### src/rtl/ltl_mon_pkg.sv
// Shared constants and helpers for the LTL monitor report path.
package ltl_mon_pkg;

    localparam int SYMBOL_W      = 8;
    localparam int N_REPORTS_DEF = 4;

    function automatic int clog2_depth(input int depth);
        int w;
        w = 0;
        while ((1 << w) < depth) w++;
        return w;
    endfunction

endpackage

### src/rtl/ltl_report_fifo.sv
// Single-clock FIFO with wrap-bit pointers, async reset and synchronous flush.
module ltl_report_fifo
    import ltl_mon_pkg::*;
#(
    parameter int ENTRY_W = 8,
    parameter int DEPTH   = 8
) (
    input  logic               clk,
    input  logic               reset,
    input  logic               flush,
    input  logic               push,
    input  logic               pop,
    input  logic [ENTRY_W-1:0] wdata,
    output logic [ENTRY_W-1:0] rdata,
    output logic               full,
    output logic               empty
);

    localparam int AW = clog2_depth(DEPTH);

    logic [AW:0]        wr_ptr;
    logic [AW:0]        rd_ptr;
    logic [ENTRY_W-1:0] mem [DEPTH];
    logic               do_push;
    logic               do_pop;

    assign empty   = (wr_ptr == rd_ptr);
    assign full    = (wr_ptr[AW] != rd_ptr[AW]) && (wr_ptr[AW-1:0] == rd_ptr[AW-1:0]);
    assign do_pop  = pop & ~empty;
    // A pop in the same cycle frees the slot the push lands in.
    assign do_push = push & (~full | do_pop);
    assign rdata   = mem[rd_ptr[AW-1:0]];

    always_ff @(posedge clk or posedge reset) begin
        if (reset) begin
            wr_ptr <= '0;
            rd_ptr <= '0;
        end else if (flush) begin
            wr_ptr <= '0;
            rd_ptr <= '0;
        end else begin
            if (do_push) wr_ptr <= wr_ptr + (AW+1)'(1);
            if (do_pop)  rd_ptr <= rd_ptr + (AW+1)'(1);
        end
    end

    always_ff @(posedge clk) begin
        if (do_push && !flush) mem[wr_ptr[AW-1:0]] <= wdata;
    end

endmodule

### src/rtl/ltl_report_collector.sv
// Timestamps automaton report cycles, buffers them and drains over valid/ready.
module ltl_report_collector
    import ltl_mon_pkg::*;
#(
    parameter int N_REPORTS = N_REPORTS_DEF,
    parameter int IDX_W     = 32,
    parameter int DEPTH     = 8,
    parameter int DROP_W    = 16
) (
    input  logic                 clk,
    input  logic                 reset,
    input  logic                 run,
    input  logic [SYMBOL_W-1:0]  symbols,
    input  logic [N_REPORTS-1:0] report,
    input  logic                 clear,
    output logic                 ev_valid,
    input  logic                 ev_ready,
    output logic [IDX_W-1:0]     ev_idx,
    output logic [N_REPORTS-1:0] ev_report,
    output logic [SYMBOL_W-1:0]  ev_symbol,
    output logic [N_REPORTS-1:0] hit_sticky,
    output logic                 overflow,
    output logic [DROP_W-1:0]    drop_cnt
);

    localparam int ENTRY_W = IDX_W + N_REPORTS + SYMBOL_W;

    logic [IDX_W-1:0]   idx;
    logic               ev_in;
    logic               pop;
    logic               drop;
    logic               full;
    logic               empty;
    logic [ENTRY_W-1:0] wr_entry;
    logic [ENTRY_W-1:0] rd_entry;

    function automatic logic [DROP_W-1:0] sat_inc(input logic [DROP_W-1:0] v);
        return (&v) ? v : v + DROP_W'(1);
    endfunction

    assign ev_in    = run & (|report);
    assign pop      = ev_valid & ev_ready;
    assign drop     = ev_in & full & ~pop;
    assign wr_entry = {idx, report, symbols};
    assign ev_valid = ~empty;
    // Stale storage is masked so the head fields read zero while empty.
    assign {ev_idx, ev_report, ev_symbol} = empty ? '0 : rd_entry;

    ltl_report_fifo #(
        .ENTRY_W (ENTRY_W),
        .DEPTH   (DEPTH)
    ) u_fifo (
        .clk   (clk),
        .reset (reset),
        .flush (clear),
        .push  (ev_in),
        .pop   (pop),
        .wdata (wr_entry),
        .rdata (rd_entry),
        .full  (full),
        .empty (empty)
    );

    always_ff @(posedge clk or posedge reset) begin
        if (reset) begin
            idx        <= '0;
            hit_sticky <= '0;
            overflow   <= 1'b0;
            drop_cnt   <= '0;
        end else if (clear) begin
            idx        <= '0;
            hit_sticky <= '0;
            overflow   <= 1'b0;
            drop_cnt   <= '0;
        end else begin
            if (run) begin
                idx        <= idx + IDX_W'(1);
                hit_sticky <= hit_sticky | report;
            end
            if (drop) begin
                overflow <= 1'b1;
                drop_cnt <= sat_inc(drop_cnt);
            end
        end
    end

endmodule

### config.mk
export PLATFORM = sky130hd
export DESIGN_NAME = ltl_report_collector
export DESIGN_NICKNAME = d
export VERILOG_FILES = /design/src/rtl/ltl_mon_pkg.sv /design/src/rtl/ltl_report_fifo.sv /design/src/rtl/ltl_report_collector.sv
export SDC_FILE = /design/constraint.sdc
export NUM_CORES = 1
export LEC_CHECK = 0
export BUFFER_PORTS_ARGS = -buffer_cell sky130_fd_sc_hd__buf_2
export CORE_UTILIZATION = 50
export CTS_CLUSTER_DIAMETER = 150
export DETAILED_ROUTE_END_ITERATION = 10
export MAX_ROUTING_LAYER = met4
export PLACE_DENSITY = 0.7
export SYNTH_ARGS = -nofsm -noshare
export SYNTH_HDL_FRONTEND = slang
export SYNTH_HIERARCHICAL = 1
export SYNTH_SLANG_ARGS = --single-unit
### constraint.sdc
create_clock -name clk -period 8.7 [get_ports clk]
set_input_delay 0.87 -clock clk [delete_from_list [all_inputs] [get_ports clk]]
set_output_delay 0.87 -clock clk [all_outputs]
set_load 0.005 [all_outputs]
---- Word level (Yosys, flattened, before mapping) ----
Memory sizes are Yosys's and may differ from the RTL's.
Cells that the tools add are included.
storage, ports and cells
  register bits ........................... 61
  memory bits (writable) .................. 352
  bits of input ports ..................... 17
  output and inout port bits .............. 66
  word-level logic and storage cells ...... 52
  memories kept ........................... 1
cells by class
  $add $sub $neg .......................... 4
  eq/ne operators ......................... 4
  multiplexer cells ....................... 16
  bitwise logic cells ..................... 11
  reduce and logical (&&, ||, !) cells .... 10
memory list
  name        words  bits a word  read ports  clocked after memory_dff  wr ports  line                   RTL
  u_fifo.mem  8      44           1           0                         1         ltl_report_fifo.sv:23  logic [ENTRY_W-1:0] mem [DEPTH];
operators by type and width
  operator                                       number
  2-to-1 mux 32 bit                              2
  2-to-1 mux 16 bit                              3
  2-to-1 mux 44 bit                              1
  adder 32 x 1 -> 32 bit, second input constant  1
  2-to-1 mux 4 bit                               6
  adder 16 x 1 -> 16 bit, second input constant  1
  AND reduction 16 bit                           1
  adder 4 x 1 -> 4 bit, second input constant    2
  nonzero test 2 bit                             4
  AND 1 bit                                      6
  equality test 4 bit                            1
  2-to-1 mux 1 bit                               4
  bitwise OR 4 bit                               1
  OR reduction 4 bit                             1
  equality test 3 bit                            1
  NOT 1 bit                                      3
  logical AND 1 bit                              2
  inequality test 2 bit, second input constant   1
  AND reduction 2 bit                            1
  zero test 1 bit                                1
  inequality test 1 bit                          1
  bitwise OR 1 bit                               1

---- Depth between registers and ports, before layout ----
  depth in word-level cells ............... 9
  depth in mapped cells ................... 12
  depth with buffers taken out ............ 9

---- Modules after synthesis ----
Netlist, hierarchy kept.
by module, submodules not included
  module                times used  cells an instance  area each (um2)
  ltl_report_fifo       1           591                13802.0
  ltl_report_collector  1           349                3184.3

---- Least setup slack after synthesis ----
No wires, ideal clock.
  path type ............................... register to register
  from .................................... register u_fifo.rd_ptr[1]
  to ...................................... memory u_fifo/mem[1][0] (netlist name) (enable)
  data arrival time ....................... 4.724 ns
  required time ........................... 8.200 ns
  slack ................................... 3.476 ns
  stages on the path, launching flop included .. 11
  clock period less this slack ............ 5.224 ns
  path through ............................ dfrtp_1 > buf_2 > xnor2_1 > nand3_1 > nor2_1 > clkbuf_1 > nand2b_1 > inv_1 > clkbuf_1 > o211ai_1 > nor3_1
on the way
  longest elaborated chain between the ends .. 9
ends and longest elaborated chain
  element                                 line                        RTL
  start: declaration                      ltl_report_fifo.sv:22       logic [AW:0] rd_ptr;
  start signal: assignment                ltl_report_fifo.sv:43       if (do_pop) rd_ptr <= rd_ptr + (AW+1)'(1);
  equality test 4 bit                     ltl_report_fifo.sv:27       assign empty = (wr_ptr == rd_ptr);
  via empty                               ltl_report_collector.sv:33  logic empty;
  NOT 1 bit                               ltl_report_collector.sv:45  assign ev_valid = ~empty;
  AND 1 bit                               ltl_report_collector.sv:42  assign pop = ev_valid & ev_ready;
  via pop                                 ltl_report_collector.sv:30  logic pop;
  AND 1 bit                               ltl_report_fifo.sv:29       assign do_pop = pop & ~empty;
  bitwise OR 1 bit                        ltl_report_fifo.sv:31       assign do_push = push & (~full | do_pop);
  AND 1 bit                               ltl_report_fifo.sv:31
  logical AND 1 bit                       ltl_report_fifo.sv:48       if (do_push && !flush) mem[wr_ptr[AW-1:0]] <= wdata;
  2-to-1 mux 1 bit                        ltl_report_fifo.sv:48
  2-to-1 mux 1 bit (not written as such)  ltl_report_fifo.sv:48
  end: declaration                        ltl_report_fifo.sv:23
The timed path passes the listed nets, and every way through them passes these cells.

---- Final worst setup path ----
  from .................................... register u_fifo.rd_ptr[0]
  to ...................................... output ev_idx[19]
on the way
  longest elaborated chain between the ends .. 2
ends and longest elaborated chain
  element                   line                        RTL
  memory read (8 x 44 bit)  -
  via rd_entry[31]          ltl_report_collector.sv:35  logic [ENTRY_W-1:0] rd_entry;
  2-to-1 mux 44 bit         ltl_report_collector.sv:47  assign {ev_idx, ev_report, ev_symbol} = empty ? '0 : rd_entry;
  end: declaration          ltl_report_collector.sv:18  output logic [IDX_W-1:0] ev_idx,
The timed path passes the listed nets, and every way through them passes these cells.

==> flow_summary_export.csv <==
group,metric,value,unit
timing,rsz0062_at_grt,"false",
global_route,globalRouteOverflowTotal,0,
place,dp_slack,4.57,ns
timing,finalSetupViolations,0,
global_route,grt_util_all_layers,20.6,%
global_route,grt-busiest-layer,"met2",
yosys,ys.warnings.count,6,
final_layout,finalNetCount,1050,
routing,routedWlPerCell,22.4,microns
clock_network,post_cts_resize_count,0,
run_status,status,"finished clean",
yosys,synth_area_leaders,"edfxtp_1 62%, mux4_2 12%, dfrtp_1 9.0%",
timing,skew,0.00898,ns
global_route,grt_pass1_vias,9162,
yosys,yosys.area.top_type_share,62.2,%
routing,vias_per_cell,5.93,
setup_path,criticalPathCategory,"flip-flop to output port",
hold_path,hold_path_class,"primary input to asynchronous set/reset pin",
setup_path,end_kind,"output port",
pwr,powerDensity,234,mW/mm^2
clock_network,clk_pin_slew_worst_paths,0.07,ns
timing,tightest_slew,1.02,ns
clock_network,cts_hold_buf,0,
clock_network,clockBufferDepth,3,
floorplan,core.rowCount,67,
yosys,netlist_instances,940,
clock_network,clk_latency,0.53,ns
global_route,grt_antenna_before_repair,0,
floorplan,core,0.0334,sq mm
setup_path,r2r-start,"u_fifo/rd_ptr[0]",
yosys,synth_ff_type,"edfxtp_1",
yosys,ys_types,53,
clock_network,htree_levels,2,
final_layout,syn2layout_area_growth,13.2,%
yosys,ys_ff_latch,413,
final_layout,n_antenna_cell,0,
floorplan,dieHeight,186,microns
setup_path,critical-path-max-stage-delay,0.97,ns
timing,relSlewSlack,32.2,%
yosys,yosysTopAreaCell,"edfxtp_1",
timing,fin_crit,4.56,ns
yosys,synth-edff-count,352,
floorplan,dieArea,0.0347,sq mm
yosys,avgSynthCellArea,18.1,sq um
global_route,grt_max_degree,63,
setup_path,arrival,3.69,ns
setup_path,cpMaxStageDelayCell,"dfrtp_4",
yosys,mappedNetlistNets,961,
timing,hold_viol_final,0,
place,place_area,0.0179,sq mm
global_route,grt_pass1_wl,53500,microns
routing,wl,33900,microns
routing,drt_pass1_iterations,5,
setup_path,path_cells,"buf_4 > mux4_2 > mux2_2 > nor2b_1 > buf_2",
place,place.port_buffers,82,
place,place_congestion,0.749,
flow_run,maxCapViolCount,0,
final_layout,design_area,0.0192,sq mm
setup_path,ff2ff_path_depth,8,
place,hpwlAfterDp,17600,microns
pwr,ir_drop,121,uV
clock_network,clock_sinks,413,
yosys,synthesis.area,0.0170,sq mm
global_route,grtUsageMet1,29.4,%
clock_network,numCtsBuffers,41,
floorplan,die_w,186,microns
global_route,met3_usage,2.48,%
clock_network,postCtsSetupBuffers,0,
routing,drc,0,
routing,ant_nets,0,
yosys,ys_seq_area_share,71.2,%
timing,final_max_slew_viol_count,0,
setup_path,critPathLaunchType,"flip-flop",
routing,drtIter0Drc,739,
floorplan,initial_core_util,50.8,%
timing,worst_slack,4.14,ns
yosys,ys_async_sr_fraction,14.8,%
setup_path,worstPathMaxFanout,51,
global_route,grtUsageMet2,31.8,%
yosys,synth_commonest_cells,"352 x edfxtp_1, 88 x mux4_2, 61 x dfrtp_1",
pwr,total_leakage_power,6.50,nW
setup_path,r2r_setup_slack,4.99,ns
timing,fin_setup_tns,0,ns
clock_network,ctsRootBufferMaster,"clkbuf_16",
setup_path,reg2reg_to,"u_fifo/mem[5][23]",
yosys,post-synth-top-count-cell,"edfxtp_1",
setup_path,required,7.83,ns
timing,finalCritPeriodShare,52.4,%
final_layout,drive_gt1_share,30.5,%
timing,clock.fmax,219,MHz
floorplan,ios,83,
clock_network,cts_tree,"yes",
final_layout,final_util,57.5,%
routing,vias,8958,
[per-stage QoR]
| stage | hold WS (ns) | instances | power [W] |
|---|---|---|---|
| floorplan | 0.486 | 940 | 0.00263 |
| global placement | 0.472 | 1434 | 0.00281 |
| detailed placement | 0.481 | 1434 | 0.00281 |
| CTS | 0.298 | 1510 | 0.00454 |
| global route | 0.315 | 1510 | 0.00466 |
| finish | 0.309 | 1510 | 0.00449 |
[worst max path at each step]
stage / from / to / slack, ns
detailed placement: u_fifo/rd_ptr[0] / ev_idx[19] / 4.57
global placement: u_fifo/rd_ptr[0] / ev_idx[19] / 4.57
CTS: u_fifo/rd_ptr[0] / ev_idx[19] / 4.01
finish: u_fifo/rd_ptr[0] / ev_idx[19] / 4.14
floorplan: u_fifo/rd_ptr[1] / u_fifo/mem[1][0] / 3.48
global route: u_fifo/rd_ptr[0] / ev_idx[19] / 3.85
[metal layers]
layer,share of wire (%),vias to the layer above,routed length (microns)
li1,-,3967,-
met1,45,4655,15100
met2,48,283,16400
met3,5.1,53,1730
met4,1.8,0,605
met5,0,-,0
[report_power, final]
part | switching [W] | leakage, nW | internal (W)
clock | 0.000700 | 0.666 | 0.00103
sequential | 0.0000530 | 4.10 | 0.00218
combinational | 0.000275 | 1.74 | 0.000255
total | 0.00103 | 6.50 | 0.00347
[sequential cells by signal, summed over array words and instances (netlist names)]
signal	cells
drop_cnt	16
hit_sticky	4
idx	32
overflow	1
u_fifo/mem	352
u_fifo/rd_ptr	4
u_fifo/wr_ptr	4
[final cells by class]
type,count,area (sq um)
Clock inverter,9,71.3
Tap cell,448,561
Inverter,13,48.8
Multi-Input combinational cell,463,4650
Timing Repair Buffer,97,523
Fill cell,2465,14200
Clock buffer,67,1280
Sequential cell,413,12100
[worst max-delay path, delay by kind of cell, from the launching register on]
family | cells | cell delay [ns]
buffers and inverters | 2 | 1.05
multiplexers | 2 | 0.93
flip-flops | 1 | 0.97
AND/OR/NAND/NOR | 1 | 0.14
[cell usage in the layout, fill, tap and decap left out, types with 13 or more instances in the layout]
master     netlist  final
a21oi_1         33     33
buf_2           13     82
buf_4            0     15
clkbuf_1        27     13
clkbuf_16        0     43
dfrtp_1         61     58
edfxtp_1       352    352
mux2_2          50     50
mux4_2          88     88
nand2_1         24     24
nand3_1         15     15
nand4_1         17     17
nor2_1          41     34
nor2b_1         51     51
o31ai_1         18     18
or4_1           20     20
[cells by family after synthesis]
family	Yosys count	synth area share, %
compound gates	81	3.24
flops	413	71.2
fa+ha+maj	4	0.295
simple gates	220	7.42
mux	141	15.2
xor+xnor	17	0.877
buf+inv	64	1.80
No activity file was read; power rests on OpenSTA's default activity.
